### src/rtl/tpu_pkg.sv
// -----------------------------------------------------------------------------
// tpu_pkg
// Shared definitions for the TPU command sequencer: bus widths, the default
// idle instruction, the sequencer FSM state encoding and the FIFO entry layout.
// No ports (package).
// -----------------------------------------------------------------------------
package tpu_pkg;

  localparam int INSTR_W  = 16;
  localparam int RESULT_W = 8;
  localparam int CMD_W    = INSTR_W + 1;
  localparam int CNT_W    = 4;

  localparam logic [INSTR_W-1:0] NOP_WORD_DEFAULT = 16'h0000;

  typedef enum logic [1:0] {
    ST_IDLE  = 2'd0,
    ST_ISSUE = 2'd1,
    ST_WAIT  = 2'd2,
    ST_RESP  = 2'd3
  } seq_state_t;

  // One FIFO entry: the response-request flag sits above the instruction word.
  typedef struct packed {
    logic               want_rsp;
    logic [INSTR_W-1:0] instr;
  } cmd_t;

endpackage

### src/rtl/tpu_cmd_fifo.sv
// -----------------------------------------------------------------------------
// tpu_cmd_fifo
// Synchronous first-word-fall-through command FIFO. Pointers carry one extra
// bit so full and empty are distinguished without a separate counter.
// Ports:
//   clk      - clock, rising edge
//   rst      - synchronous active-high reset (flushes pointers)
//   i_push   - write i_data (ignored when full)
//   i_data   - entry to write
//   i_pop    - advance read pointer (ignored when empty)
//   o_data   - head entry (valid when !o_empty)
//   o_full   - no free entries
//   o_empty  - no entries
// -----------------------------------------------------------------------------
module tpu_cmd_fifo
  import tpu_pkg::*;
#(
  parameter int DEPTH = 4,
  parameter int WIDTH = CMD_W
) (
  input  logic             clk,
  input  logic             rst,
  input  logic             i_push,
  input  logic [WIDTH-1:0] i_data,
  input  logic             i_pop,
  output logic [WIDTH-1:0] o_data,
  output logic             o_full,
  output logic             o_empty
);

  localparam int AW = $clog2(DEPTH);

  logic [WIDTH-1:0] r_mem [DEPTH];
  logic [AW:0]      r_wptr;
  logic [AW:0]      r_rptr;
  logic             w_do_push;
  logic             w_do_pop;

  assign o_empty   = (r_wptr == r_rptr);
  assign o_full    = (r_wptr[AW] != r_rptr[AW]) &&
                     (r_wptr[AW-1:0] == r_rptr[AW-1:0]);
  assign o_data    = r_mem[r_rptr[AW-1:0]];
  assign w_do_push = i_push && !o_full;
  assign w_do_pop  = i_pop && !o_empty;

  always_ff @(posedge clk) begin
    if (rst) begin
      r_wptr <= '0;
      r_rptr <= '0;
    end else begin
      if (w_do_push) r_wptr <= r_wptr + 1'b1;
      if (w_do_pop)  r_rptr <= r_rptr + 1'b1;
    end
  end

  // Storage is data only; a flush just moves the pointers.
  always_ff @(posedge clk) begin
    if (w_do_push) r_mem[r_wptr[AW-1:0]] <= i_data;
  end

endmodule

### src/rtl/tpu_cmd_sequencer.sv
// -----------------------------------------------------------------------------
// tpu_cmd_sequencer
// Accepts host commands into a FIFO, drives each instruction word onto the TPU
// input pins for exactly one cycle, and for commands that expect a result,
// waits RESULT_LAT cycles, captures the TPU output byte and holds it until the
// host takes it.
// Optional build macro: TPU_SEQ_STATS_EN adds issue_count / result_count.
// Ports:
//   clk, rst     - clock, synchronous active-high reset
//   cmd_valid    - host offers a command
//   cmd_ready    - FIFO has room (= !full)
//   cmd_instr    - instruction word ([7:0] ui_in, [15:8] uio_in)
//   cmd_expect   - command returns one result byte
//   tpu_instr    - registered instruction bus to the TPU
//   tpu_result   - TPU result bus (uo_out)
//   rsp_valid    - captured result available
//   rsp_ready    - host consumes result
//   rsp_data     - captured result byte
//   busy         - FIFO non-empty or FSM not idle
//   issue_count  - (TPU_SEQ_STATS_EN) ISSUE cycles, wraps at 256
//   result_count - (TPU_SEQ_STATS_EN) response handshakes, wraps at 256
// -----------------------------------------------------------------------------
module tpu_cmd_sequencer
  import tpu_pkg::*;
#(
  parameter int                 FIFO_DEPTH = 4,
  parameter int                 RESULT_LAT = 2,
  parameter logic [INSTR_W-1:0] NOP_WORD   = NOP_WORD_DEFAULT
) (
  input  logic                clk,
  input  logic                rst,
  input  logic                cmd_valid,
  output logic                cmd_ready,
  input  logic [INSTR_W-1:0]  cmd_instr,
  input  logic                cmd_expect,
  output logic [INSTR_W-1:0]  tpu_instr,
  input  logic [RESULT_W-1:0] tpu_result,
  output logic                rsp_valid,
  input  logic                rsp_ready,
  output logic [RESULT_W-1:0] rsp_data,
  output logic                busy
`ifdef TPU_SEQ_STATS_EN
  ,
  output logic [7:0]          issue_count,
  output logic [7:0]          result_count
`endif
);

  localparam logic [CNT_W-1:0] LAT_LAST = CNT_W'(RESULT_LAT - 1);

  seq_state_t          r_state;
  logic [INSTR_W-1:0]  r_tpu_instr;
  logic                r_want_rsp;
  logic [CNT_W-1:0]    r_cnt;
  logic                r_rsp_valid;
  logic [RESULT_W-1:0] r_rsp_data;

  logic                w_full;
  logic                w_empty;
  logic                w_push;
  logic                w_pop;
  logic [CMD_W-1:0]    w_cmd_in;
  cmd_t                w_head;

  assign w_cmd_in = {cmd_expect, cmd_instr};
  assign w_push   = cmd_valid && !w_full;
  // Pop is decided from registered state only, so a freshly pushed entry is
  // first seen one cycle after its push.
  assign w_pop    = (r_state == ST_IDLE) && !w_empty;

  tpu_cmd_fifo #(
    .DEPTH (FIFO_DEPTH),
    .WIDTH (CMD_W)
  ) u_fifo (
    .clk     (clk),
    .rst     (rst),
    .i_push  (w_push),
    .i_data  (w_cmd_in),
    .i_pop   (w_pop),
    .o_data  (w_head),
    .o_full  (w_full),
    .o_empty (w_empty)
  );

  always_ff @(posedge clk) begin
    if (rst) begin
      r_state     <= ST_IDLE;
      r_tpu_instr <= NOP_WORD;
      r_want_rsp  <= 1'b0;
      r_cnt       <= '0;
      r_rsp_valid <= 1'b0;
      r_rsp_data  <= '0;
    end else begin
      unique case (r_state)
        ST_IDLE: begin
          if (!w_empty) begin
            r_tpu_instr <= w_head.instr;
            r_want_rsp  <= w_head.want_rsp;
            r_state     <= ST_ISSUE;
          end else begin
            r_tpu_instr <= NOP_WORD;
          end
        end
        ST_ISSUE: begin
          r_tpu_instr <= NOP_WORD;
          r_cnt       <= '0;
          r_state     <= r_want_rsp ? ST_WAIT : ST_IDLE;
        end
        ST_WAIT: begin
          // Last WAIT cycle is the only one that looks at tpu_result.
          if (r_cnt == LAT_LAST) begin
            r_rsp_data  <= tpu_result;
            r_rsp_valid <= 1'b1;
            r_state     <= ST_RESP;
          end else begin
            r_cnt <= r_cnt + 1'b1;
          end
        end
        ST_RESP: begin
          if (rsp_ready) begin
            r_rsp_valid <= 1'b0;
            r_state     <= ST_IDLE;
          end
        end
        default: r_state <= ST_IDLE;
      endcase
    end
  end

`ifdef TPU_SEQ_STATS_EN
  logic [7:0] r_issue_count;
  logic [7:0] r_result_count;

  always_ff @(posedge clk) begin
    if (rst) begin
      r_issue_count  <= '0;
      r_result_count <= '0;
    end else begin
      if (r_state == ST_ISSUE)             r_issue_count  <= r_issue_count + 1'b1;
      if (r_state == ST_RESP && rsp_ready) r_result_count <= r_result_count + 1'b1;
    end
  end

  assign issue_count  = r_issue_count;
  assign result_count = r_result_count;
`endif

  assign cmd_ready = !w_full;
  assign tpu_instr = r_tpu_instr;
  assign rsp_valid = r_rsp_valid;
  assign rsp_data  = r_rsp_data;
  assign busy      = !w_empty || (r_state != ST_IDLE);

endmodule

### config.mk
export PLATFORM = sky130hd
export DESIGN_NAME = tpu_cmd_sequencer
export DESIGN_NICKNAME = d
export VERILOG_FILES = /design/src/rtl/tpu_pkg.sv /design/src/rtl/tpu_cmd_fifo.sv /design/src/rtl/tpu_cmd_sequencer.sv
export SDC_FILE = /design/constraint.sdc
export NUM_CORES = 1
export LEC_CHECK = 0
export BUFFER_PORTS_ARGS = -buffer_cell sky130_fd_sc_hd__buf_4
export CORE_MARGIN = 2
export CORE_UTILIZATION = 56
export DETAILED_ROUTE_END_ITERATION = 10
export HOLD_SLACK_MARGIN = 0.06
export MAX_ROUTING_LAYER = met4
export PLACE_DENSITY = 0.75
export RECOVER_POWER = 50
export SYNTH_ARGS = -nofsm -noshare
export SYNTH_HDL_FRONTEND = slang
export SYNTH_SLANG_ARGS = --single-unit
### constraint.sdc
create_clock -name clk -period 2.3 [get_ports clk]
set_input_delay 0.115 -clock clk [delete_from_list [all_inputs] [get_ports clk]]
set_output_delay 0.115 -clock clk [all_outputs]
set_load 0.01 [all_outputs]
# == Word level (Yosys, flattened, before mapping) ==
# Memories as Yosys holds them, arrays and structs flattened. A register that Yosys moved wholly into a read port is not among the register bits.
# Cells that the tools add are included.
# op_classes
eq_ne,11
muxes,16
n_addsub,3
reduce_logical,18
bitwise_logic,1
# op_table
operator,n
16-bit one-hot mux with 2 select lines,1
16-bit two-way mux,1
2-bit two-way mux,6
2-bit inequality test (second input constant),4
2-bit one-hot mux with 4 select lines,1
4-bit one-hot mux with 2 select lines,1
2-bit nonzero test,4
3-bit by 1-bit adder with 3-bit output (second input constant),2
2-bit AND reduction,3
3-bit AND reduction,2
1-bit logical AND,5
4-bit by 1-bit adder with 4-bit output (second input constant),1
2-bit equality test (second input constant),2
4-bit by 1-bit equality test with 1-bit output (second input constant),1
1-bit two-way mux,4
4-bit two-way mux,1
3-bit equality test,1
2-bit by 1-bit equality test with 1-bit output (second input constant),1
2-bit equality test,1
1-bit zero test,2
2-bit zero test,1
1-bit one-hot mux with 2 select lines,1
1-bit logical OR,1
1-bit inequality test,1
1-bit NOT,1
# word_totals
input_bits,29
elab_cells,58
ff_bits,38
memories,1
ramBits,68
# mem_list
name,words,width,read_ports,rd_ports_with_merged_regs,write_ports,line_no,text
u_fifo.r_mem,4,17,1,1,1,tpu_cmd_fifo.sv:33,logic [WIDTH-1:0] r_mem [DEPTH];

# == Longest topological paths before layout ==
# Gate-level depths: netlist of run 1.
# depth
ltp_word,7
depth_mapped,7
mapped_depth_nobuf,6

# == Hierarchy ==
# Synthesis of run 1 repeated with hierarchy kept, for this count alone.
# unflattened
cells_unflattened,293
area_unflattened_um2,4424.2
# modules_own_cells
module,seq_area_each_um2,cells_each,area_each_um2,instances
tpu_cmd_fifo,2202.1,157,3027.9,1
tpu_cmd_sequencer,640.6,136,1396.3,1

# == Worst setup path before layout of run 1 ==
# No wires, ideal clock.
# synth_timing
path_kind,reg2reg
start,register u_fifo.r_wptr[0]
end,"memory u_fifo.r_mem[3][0] (netlist name), enable pin"
arrival_time_ns,1.467
t_required_ns,1.925
path_stages_with_launch,4
synth_period_minus_slack_ns,1.842
n_path_buf,0
setup_slack_ns,0.458
cell_sequence,dfxtp_1 > xnor2_1 > a31oi_2 > and2_1
# synth_via
elab_chain_cells,7
# synth_rtl
item,line_no,text
"start, declared",tpu_cmd_fifo.sv:34,logic [AW:0] r_wptr;
"start signal, assigned",tpu_cmd_fifo.sv:51,if (w_do_push) r_wptr <= r_wptr + 1'b1;
2-bit equality test,tpu_cmd_fifo.sv:41,(r_wptr[AW-1:0] == r_rptr[AW-1:0]);
1-bit logical AND,tpu_cmd_fifo.sv:40,assign o_full = (r_wptr[AW] != r_rptr[AW]) &&
1-bit zero test,"tpu_cmd_fifo.sv:43, tpu_cmd_sequencer.sv:66",
1-bit logical AND,tpu_cmd_sequencer.sv:66,assign w_push = cmd_valid && !w_full;
1-bit logical AND,tpu_cmd_fifo.sv:43,assign w_do_push = i_push && !o_full;
1-bit two-way mux,tpu_cmd_fifo.sv:58,if (w_do_push) r_mem[r_wptr[AW-1:0]] <= i_data;
1-bit two-way mux (implied by the code),tpu_cmd_fifo.sv:58,
"end, declared",tpu_cmd_fifo.sv:33,
# Parallel ways exist; a longest one is shown, timed or not.

# == Worst setup path in the final report of run 1 ==
# layout_timing
start,register u_fifo.r_wptr[0]
end,"memory u_fifo.r_mem[0][13] (netlist name), enable pin"
# Same word-level chain as after synthesis.

==> impl_metrics.env, run 1 <==
export IMPL_critPathSlowestCell="a31oi_1"
export IMPL_routed_via_count=2470
export IMPL_layout_common_cells="edfxtp_1, clkbuf_1, dfxtp_1, nor2_1, dlygate4sd3_1"
export IMPL_cts_path_max_buffers=2
export IMPL_r2r_end="u_fifo.r_mem[0][13]"
export IMPL_yosys_register_bits=108
export IMPL_cts_tree="done"
export IMPL_grt_pass1_wl_um=12400
export IMPL_clkSinkCount=108
export IMPL_cp_data_arrival_time_ps=2160
export IMPL_cts_max_level=3
export IMPL_mappedNetlistArea_mm2=0.00415
export IMPL_power_leakage_nw=1.70
export IMPL_grt_usage_pct=20.4
export IMPL_totalWireLength_um=7600
export IMPL_layout_commonest_cell="edfxtp_1"
export IMPL_status="completed"
export IMPL_cts_buffers=9
export IMPL_crit_fanout=11
export IMPL_cp_cell_sequence="xnor2_1 -> a31oi_1 -> and2_1 -> buf_12"
export IMPL_p_per_area_mw_per_mm2=944
export IMPL_place_hpwl_um=4760
export IMPL_synth_yosys_seq_area_share_pct=68.6
export IMPL_r2r_setup_slack_ps=220
export IMPL_async_flop_share_pct=0
export IMPL_gp_congestion=0.754
export IMPL_antenna_found_initial=0
export IMPL_post_route_period_util_pct=90.6
export IMPL_die_area_mm2=0.00811
export IMPL_drive_gt1_share_pct=16.9
export IMPL_start_util_pct=57.5
export IMPL_holdWs_ps=92.9
export IMPL_rsz0062_at_grt="no"
export IMPL_start_kind="flip-flop"
export IMPL_synth_area_per_cell_um2=15.4
export IMPL_post_route_drc_count=0
export IMPL_cp_startpoint="u_fifo.r_wptr[0]"
export IMPL_synthFlopType="edfxtp_1"
export IMPL_fin_crit_ps=2080
export IMPL_yosys_warnings=0
export IMPL_core_area_mm2=0.00721
export IMPL_grt_max_degree=40
export IMPL_worst_r2r_cell_count=4
export IMPL_num_rows=31
export IMPL_cts_root_buf="clkbuf_8"
export IMPL_criticalPathCategory="reg -> reg"
export IMPL_insertedDiodeCount=0
export IMPL_fp_dieW_um=90.0
export IMPL_finalNetCount=392
export IMPL_max_slew_margin_pct=50.6
export IMPL_synth_edf_count=68
export IMPL_cts_setup_buffers=0
export IMPL_synth_nets=305
export IMPL_dr_pass1_iters=4
export IMPL_ys_types=36
export IMPL_drtIter0Drc=135
export IMPL_drv_cap=0
export IMPL_critPathMaxStageDelay_ps=560
export IMPL_clk_latency_ps=360
export IMPL_synth_top_area_share_pct=49.3
export IMPL_area_growth_syn_to_layout_pct=19.7
export IMPL_synth_top_cells_by_area="edfxtp_1, dfxtp_1, mux4_2"
export IMPL_hold_path_class="in -> reg"
export IMPL_r2r_start="u_fifo.r_wptr[0]"
export IMPL_fin_tns_setup_ps=0
export IMPL_ios=56
export IMPL_setup_viol=0
export IMPL_cts_resized=0
export IMPL_crit_path_end="u_fifo.r_mem[0][13]"
export IMPL_syn_inst=269
export IMPL_finalClockSkew_ps=9.67
export IMPL_grt_ovfl_total=0
export IMPL_cp_required_ps=2380
export IMPL_portBuffers=55
export IMPL_worst_ir_drop_vdd_mv=0.501
export IMPL_hold_buffers=25
export IMPL_layout_setup_ws_ps=216
export IMPL_ant_nets=0
export IMPL_fillers=543
export IMPL_clk_pin_slew_ps=90
export IMPL_end_kind="flip-flop"
export IMPL_fmax_mhz=480
export IMPL_finalMaxSlewViolations=0
export IMPL_wl_per_cell_um=16.5
export IMPL_die_h_um=90.0
export IMPL_hold_viol=0
export IMPL_grt_pass1_vias=2471
export IMPL_worstMarginPinSlew_ps=740
export IMPL_via_per_inst=5.37
export IMPL_yosys_area_top_type="edfxtp_1"
export IMPL_dp_slack_ps=373
==> per-stage QoR <==
stage	utilization [%]	instance area [um^2]	total power [W]	std cells
after CTS	71.1	5130	0.00482	460
after detailed placement	65.2	4700	0.00376	419
after global routing	68.8	4960	0.00493	460
after global placement	65.2	4700	0.00372	419
after floorplan	-	4150	0.00333	269
final	68.8	4960	0.00469	460
==> per-layer routing <==
layer	part of all wire [%]	global-route usage, %	routed length (um)
met1	44	25.1	3370
met2	51	34.5	3850
met3	4.0	4.69	304
met4	1.1	5.38	82
met5	0	-	0
==> flip-flops by register name, indices dropped and copies added (netlist names), named ones only <==
signal         cells
r_want_rsp         1
rsp_valid          1
u_fifo.r_wptr      3
r_state            1
tpu_instr         16
u_fifo.r_rptr      3
r_cnt              4
u_fifo.r_mem      68
rsp_data           8
==> power breakdown <==
part           internal (W)  leakage (nW)  switching (W)
logic              0.000584         0.658       0.000637
registers           0.00228         0.950       0.000146
clock network      0.000428        0.0876       0.000614
==> Yosys cell counts (5+ instances only) <==
cell type   n
inv_1       5
clkbuf_1   10
a21oi_1     6
dfxtp_1    40
and2_1      6
a22oi_1    17
nand2_1     8
mux2i_1    11
xnor2_1     5
edfxtp_1   68
ha_1        7
nor2_1     38
mux4_2     17
==> cells by family after synthesis <==
logic type / Yosys count / synth area share, %
DFF: 108 / 68.6
and+or+nand+nor: 65 / 7.33
adders and majority gates: 7 / 2.11
xor gates and xnor gates: 6 / 1.27
muxes: 28 / 11.9
buffers and inverters: 21 / 2.41
AOI/OAI and AO/OA: 34 / 6.40
==> worst max-delay path, delay by kind of cell (launching register included) <==
| kind | cells | cell delay, ps |
|---|---|---|
| simple gates | 1 | 410 |
| xor+xnor | 1 | 200 |
| buf+inv | 1 | 180 |
| flops | 1 | 450 |
| compound gates | 1 | 560 |
==> cell type report <==
cell class	instances	area, um^2	area share (%)
multi-input cells	140	1200	24.1
inverters	5	18.8	0.378
well taps	99	124	2.50
clock buffers	11	141	2.85
flip-flops and latches	108	2840	57.3
clock inverters	5	37.5	0.756
repair buffers	92	602	12.1
==> how the worst min path moves through the flow <==
stage | startpoint | endpoint | cells past startpoint
after detailed placement | cmd_instr[6] | u_fifo.r_mem[2][6] | 1
after CTS | rsp_ready | flip-flop | 4
after floorplan | cmd_instr[0] | u_fifo.r_mem[0][0] | 0
after global placement | cmd_instr[6] | u_fifo.r_mem[2][6] | 1
after global routing | rsp_ready | flip-flop | 4
final | rsp_ready | flip-flop | 4
Note: power is estimated with default switching activity, not from simulation.
==> inputs of run 2 (changes only) <==
Settings changed: ABC_AREA set to 1, CORE_UTILIZATION 56 to 57, CTS_BUF_LIST set to sky130_fd_sc_hd__clkbuf_16.
==> impl_metrics.env, run 2 <==
export IMPL_grt_max_degree=35
export IMPL_placedCellCount=640
export IMPL_power_total_w=0.00573
export IMPL_synth_xor_area_share_pct=0.574
export IMPL_synth_top_cells_by_area="edfxtp_1, dfxtp_1, nand2_1"
export IMPL_cts_buffers=9
export IMPL_yosys_warnings=0
export IMPL_grt_ovfl_total=0
export IMPL_cp_required_ps=2320
export IMPL_r2r_end="u_fifo.r_mem[0][7]"
export IMPL_finalNetCount=610
export IMPL_worst_ir_drop_vdd_mv=0.513
export IMPL_fp_dieW_um=93.6
export IMPL_via_per_inst=5.04
export IMPL_ant_nets=0
export IMPL_p_per_area_mw_per_mm2=1040
export IMPL_mappedNetlistArea_mm2=0.00458
export IMPL_area_growth_syn_to_layout_pct=19.9
export IMPL_synth_area_per_cell_um2=9.28
export IMPL_layout_commonest_cell="nand2_1"
export IMPL_finalMaxSlewViolations=0
export IMPL_r2r_setup_slack_ps=550
export IMPL_gp_congestion=0.832
export IMPL_criticalPathCategory="reg -> reg"
export IMPL_p_int_w=0.00380
export IMPL_fin_tns_setup_ps=0
export IMPL_power_leakage_nw=2.42
export IMPL_max_slew_margin_pct=40.3
export IMPL_start_util_pct=58.9
export IMPL_largest_reg_flops=68
export IMPL_hp_start="cmd_valid"
export IMPL_die_area_mm2=0.00876
export IMPL_drv_cap=0
export IMPL_yosys_register_bits=108
export IMPL_hold_depth=4
export IMPL_die_h_um=93.6
export IMPL_place_hpwl_um=5980
export IMPL_cts_resized=0
export IMPL_hold_viol=0
export IMPL_wl_per_cell_um=14.5
export IMPL_worst_r2r_cell_count=7
export IMPL_synthAdderAreaFrac_pct=1.91
export IMPL_rsz0062_at_grt="no"
export IMPL_async_flop_share_pct=0
export IMPL_grt_pass1_wl_um=16200
export IMPL_synth_mux_area_share_pct=0
export IMPL_fmax_mhz=571
export IMPL_grt_usage_pct=24.9
export IMPL_num_rows=32
export IMPL_drtIter0Drc=295
export IMPL_synthFlopType="edfxtp_1"
export IMPL_p_sw_w=0.00192
export IMPL_grt_pass1_vias=3469
export IMPL_cp_data_arrival_time_ps=1780
export IMPL_synth_simple_gate_area_share_pct=21.2
export IMPL_dr_pass1_iters=5
export IMPL_synth_nets=529
export IMPL_synth_compound_area_share_pct=4.57
export IMPL_crit_fanout=17
export IMPL_end_kind="flip-flop"
export IMPL_synth_most_common_cell="nand2_1"
export IMPL_cts_path_max_buffers=2
export IMPL_syn_inst=493
export IMPL_yosys_area_top_type="edfxtp_1"
export IMPL_core_area_mm2=0.00777
export IMPL_synth_yosys_seq_area_share_pct=62.1
export IMPL_ys_types=26
export IMPL_start_kind="flip-flop"
export IMPL_layout_common_cells="nand2_1, inv_1, edfxtp_1, nand3_1, clkbuf_1"
export IMPL_antenna_found_initial=0
export IMPL_fin_crit_ps=1750
export IMPL_cts_tree="done"
export IMPL_worstMarginPinSlew_ps=896
export IMPL_routed_via_count=3429
export IMPL_setup_viol=0
export IMPL_finalClockSkew_ps=4.52
export IMPL_synth_top_area_share_pct=44.6
export IMPL_synth_top_family_by_area="simple AND/OR/NAND/NOR gates"
export IMPL_portBuffers=55
export IMPL_hold_path_class="in -> reg"
export IMPL_status="completed"
export IMPL_clk_latency_ps=340
export IMPL_r2r_start="u_fifo.r_wptr[0]"
export IMPL_post_route_drc_count=0
export IMPL_p_clk_share_pct=29.5
export IMPL_pwr_share_seq_pct=43.0
export IMPL_clkSinkCount=108
export IMPL_drive_gt1_share_pct=8.81
export IMPL_switching_share_pct=33.6
export IMPL_totalWireLength_um=9890
export IMPL_cts_max_level=3
export IMPL_fillers=591
export IMPL_final_cells=681
export IMPL_post_route_period_util_pct=76.2
export IMPL_cts_root_buf="clkbuf_16"
export IMPL_ios=56
export IMPL_worst_hold_path_endpoint="u_fifo.r_wptr[0]"
export IMPL_clk_pin_slew_ps=70
export IMPL_yosys_top_cells_count="nand2_1, inv_1, edfxtp_1"
export IMPL_utilization_pct=70.6
export IMPL_power_share_combinational_pct=27.5
export IMPL_insertedDiodeCount=0
export IMPL_synth_edf_count=68
## run 2: changes by cell type after synthesis, moves of 16 or more
cell | previous run | this run
a22oi_1 | 17 | 0
inv_1 | 5 | 81
nand3_1 | 1 | 53
a21oi_1 | 6 | 22
mux4_2 | 17 | 0
nand2_1 | 8 | 124
## run 2: area by class of cell
cell class / count / area (um^2) / area share (%)
Sequential cell: 108 / 2840 / 51.8
Multi-Input combinational cell: 277 / 1280 / 23.3
Timing Repair Buffer: 89 / 569 / 10.4
Inverter: 89 / 337 / 6.13
Clock buffer: 9 / 225 / 4.10
Tap cell: 102 / 128 / 2.33
Clock inverter: 7 / 106 / 1.94
## run 2: metal layers
metal  GRT usage (%)  part of all wire (%)  routed length (um)  vias to the layer above
li1                -                     -                   -                     1727
met1            29.2                    42                4190                     1585
met2            43.6                    51                5000                      104
met3            3.46                   5.3                 523                       13
met4            9.54                   1.7                 173                        0
met5               -                     0                   0                        -
## run 2: cell families (layout without fill, tap and decap cells)
| family | after synthesis | after routing |
|---|---|---|
| buffers and inverters | 108 | 194 |
| and+or+nand+nor | 227 | 227 |
| adders and majority gates | 7 | 7 |
| AOI/OAI and AO/OA | 40 | 40 |
| xor gates and xnor gates | 3 | 3 |
| DFF | 108 | 108 |
## run 2: worst max-delay path, stage by stage, from the launching register on
cell and delay [ps]:
dfxtp_1 420, inv_1 110, nand2_1 80, nand2_2 60
nand3_1 180, nand2_1 170, nor2_1 120, buf_4 280
## run 2: repair_timing
| action | in CTS | in global routing |
|---|---|---|
| buffers inserted | 0 | 0 |
| setup endpoints to repair | 0 | 0 |
| endpoints found under the hold margin | 76 | 0 |
| hold buffers | 25 | 0 |
## run 2: power by group through the flow
stage	Clock (W)	Combinational [W]	Sequential [W]
2_1_floorplan	0	0.00113	0.00248
3_3_place_gp	0	0.00156	0.00250
3_5_place_dp	0	0.00161	0.00251
4_1_cts	0.00171	0.00167	0.00246
5_1_grt	0.00178	0.00177	0.00249
6_report	0.00169	0.00158	0.00246
## run 2: through the flow
stage	hold slack (ps)	setup WS [ps]	cell area [um^2]
6_report	80.9	547	5490
5_1_grt	96.4	360	5490
4_1_cts	76.0	663	5660
3_5_place_dp	321	684	5080
3_3_place_gp	316	742	5080
2_1_floorplan	184	322	4580
## run 2: how the worst max path moves through the flow
stage	from	end	slack, ps	cells after the start
3_3_place_gp	u_fifo.r_wptr[1]	flip-flop	740	7
6_report	u_fifo.r_wptr[0]	u_fifo.r_mem[0][7]	550	7
4_1_cts	u_fifo.r_wptr[0]	flip-flop	660	8
5_1_grt	u_fifo.r_wptr[0]	u_fifo.r_mem[1][9]	360	7
2_1_floorplan	u_fifo.r_wptr[0]	u_fifo.r_mem[0][0]	320	6
3_5_place_dp	u_fifo.r_wptr[0]	flip-flop	680	8
==> inputs of run 3 (changes only) <==
Settings changed: CORE_UTILIZATION 57 to 52, PLACE_DENSITY 0.75 to 0.72.
Clock period 2.3 ns to 1.6 ns, I/O delays scaled along.
==> impl_metrics.env, run 3 (synthesis results as in run 2) <==
export IMPL_rsz0062_at_grt="no"
export IMPL_dp_slack_ps=72.3
export IMPL_largest_reg_flops=68
export IMPL_gp_congestion=0.822
export IMPL_drv_cap=0
export IMPL_post_route_drc_count=0
export IMPL_clkSinkCount=108
export IMPL_layout_common_cells="nand2_1, inv_1, edfxtp_1, nand3_1, clkbuf_1"
export IMPL_criticalPathCategory="reg -> reg"
export IMPL_grt_pass1_wl_um=15800
export IMPL_fp_dieW_um=97.8
export IMPL_start_util_pct=53.0
export IMPL_cts_buffers=9
export IMPL_core_area_mm2=0.00864
export IMPL_placedCellCount=649
export IMPL_post_route_period_util_pct=91.9
export IMPL_setup_viol=0
export IMPL_totalWireLength_um=9390
export IMPL_start_kind="flip-flop"
export IMPL_wl_per_cell_um=13.6
export IMPL_portBuffers=55
export IMPL_layout_setup_ws_ps=130
export IMPL_die_area_mm2=0.00957
export IMPL_grt_pass1_vias=3391
export IMPL_power_leakage_nw=2.45
export IMPL_clk_latency_ps=340
export IMPL_fmax_mhz=680
export IMPL_num_rows=34
export IMPL_clk_pin_slew_ps=70
export IMPL_grt_usage_pct=21.6
export IMPL_place_hpwl_um=6120
export IMPL_fillers=702
export IMPL_status="completed"
export IMPL_crit_fanout=17
export IMPL_insertedDiodeCount=0
export IMPL_cp_required_ps=1650
export IMPL_cp_data_arrival_time_ps=1520
export IMPL_p_per_area_mw_per_mm2=1470
export IMPL_r2r_start="u_fifo.r_rptr[0]"
export IMPL_multi_input_area_mm2=0.00129
export IMPL_power_total_w=0.00821
export IMPL_area_growth_syn_to_layout_pct=22.2
export IMPL_grt_ovfl_total=0
export IMPL_cts_tree="done"
export IMPL_drive_gt1_share_pct=10.6
export IMPL_final_seq_area_mm2=0.00285
export IMPL_drtIter0Drc=170
export IMPL_layout_commonest_cell="nand2_1"
export IMPL_utilization_pct=64.8
export IMPL_worst_ir_drop_vdd_mv=0.654
export IMPL_finalClockSkew_ps=9.50
export IMPL_routed_via_count=3350
export IMPL_final_cells=691
export IMPL_finalNetCount=614
export IMPL_cp_startpoint="u_fifo.r_rptr[0]"
export IMPL_max_slew_margin_pct=71.3
export IMPL_via_per_inst=4.85
export IMPL_cts_root_buf="clkbuf_16"
export IMPL_grt_max_degree=35
export IMPL_hold_viol=0
export IMPL_worstMarginPinSlew_ps=430
export IMPL_cts_max_level=3
export IMPL_r2r_end="u_fifo.r_mem[2][11]"
export IMPL_fin_crit_ps=1470
export IMPL_ios=56
export IMPL_die_h_um=97.8
export IMPL_cts_path_max_buffers=2
export IMPL_hold_path_class="in -> reg"
export IMPL_r2r_setup_slack_ps=130
export IMPL_end_kind="flip-flop"
export IMPL_worst_r2r_cell_count=7
export IMPL_crit_path_end="u_fifo.r_mem[2][11]"
export IMPL_cts_setup_buffers=0
export IMPL_finalMaxSlewViolations=0
export IMPL_ant_nets=0
export IMPL_holdWs_ps=72.2
export IMPL_antenna_found_initial=0
export IMPL_dr_pass1_iters=5
[run 3: cell count changes in the layout (fill, tap and decap cells not counted), sizes merged]
cell,change
buf,+3
dlygate4sd3,+1
inv,-1
clkinvlp,+1
[run 3: power breakdown]
group | internal [W] | total (W) | switching (W) | leakage, nW
combinational | 0.000853 | 0.00236 | 0.00151 | 1.34
clock | 0.00138 | 0.00236 | 0.000984 | 0.154
sequential | 0.00330 | 0.00349 | 0.000186 | 0.952
total | 0.00553 | 0.00821 | 0.00268 | 2.45
[run 3: routing by layer]
metal  GRT usage [%]  vias to the layer above  routed length [um]
li1                -                     1727                   -
met1            25.4                     1520                3930
met2            36.7                       83                4700
met3            4.15                       20                 535
met4            8.65                        0                 230
met5               -                        -                   0
[run 3: layout make-up]
class                      count  share of cell area [%]
clock inverter                 7                    1.74
inverter                      89                    6.02
tap                          108                    2.42
timing repair buffer          93                    11.9
sequential                   108                    50.9
clock buffer                   9                    4.03
multi-input combinational    277                    23.0
[run 3: repair_timing]
item / CTS / global route
setup endpoints to repair: 0 / 68
endpoints found under the hold margin: 79 / 0
hold buffers: 26 / 0
resized for setup: 0 / 2
[run 3: worst max-delay path, cell delays in order (launching register included)]
cell     delay (ps)
dfxtp_1         420
inv_1            70
nand2_1          80
nand2_2          70
nand3_2          80
nand2_2         110
nor2_2          160
buf_12          180
[run 3: worst min-delay path by stage]
stage / startpoint / end / cells past startpoint
after global placement: cmd_instr[0] / u_fifo.r_mem[2][0] / 1
after CTS: rsp_ready / r_state[0] / 4
final: rsp_ready / r_state[0] / 4
after global routing: rst / tpu_instr[3] / 2
after detailed placement: cmd_instr[1] / u_fifo.r_mem[1][1] / 1
after floorplan: rst / tpu_instr[11] / 1
[run 3: stage by stage]
step | instance area (um^2) | setup TNS (ps)
floorplan | 4590 | -8510
global placement | 5180 | 0
detailed placement | 5180 | 0
CTS | 5760 | 0
global route | 5590 | 0
finish | 5590 | 0
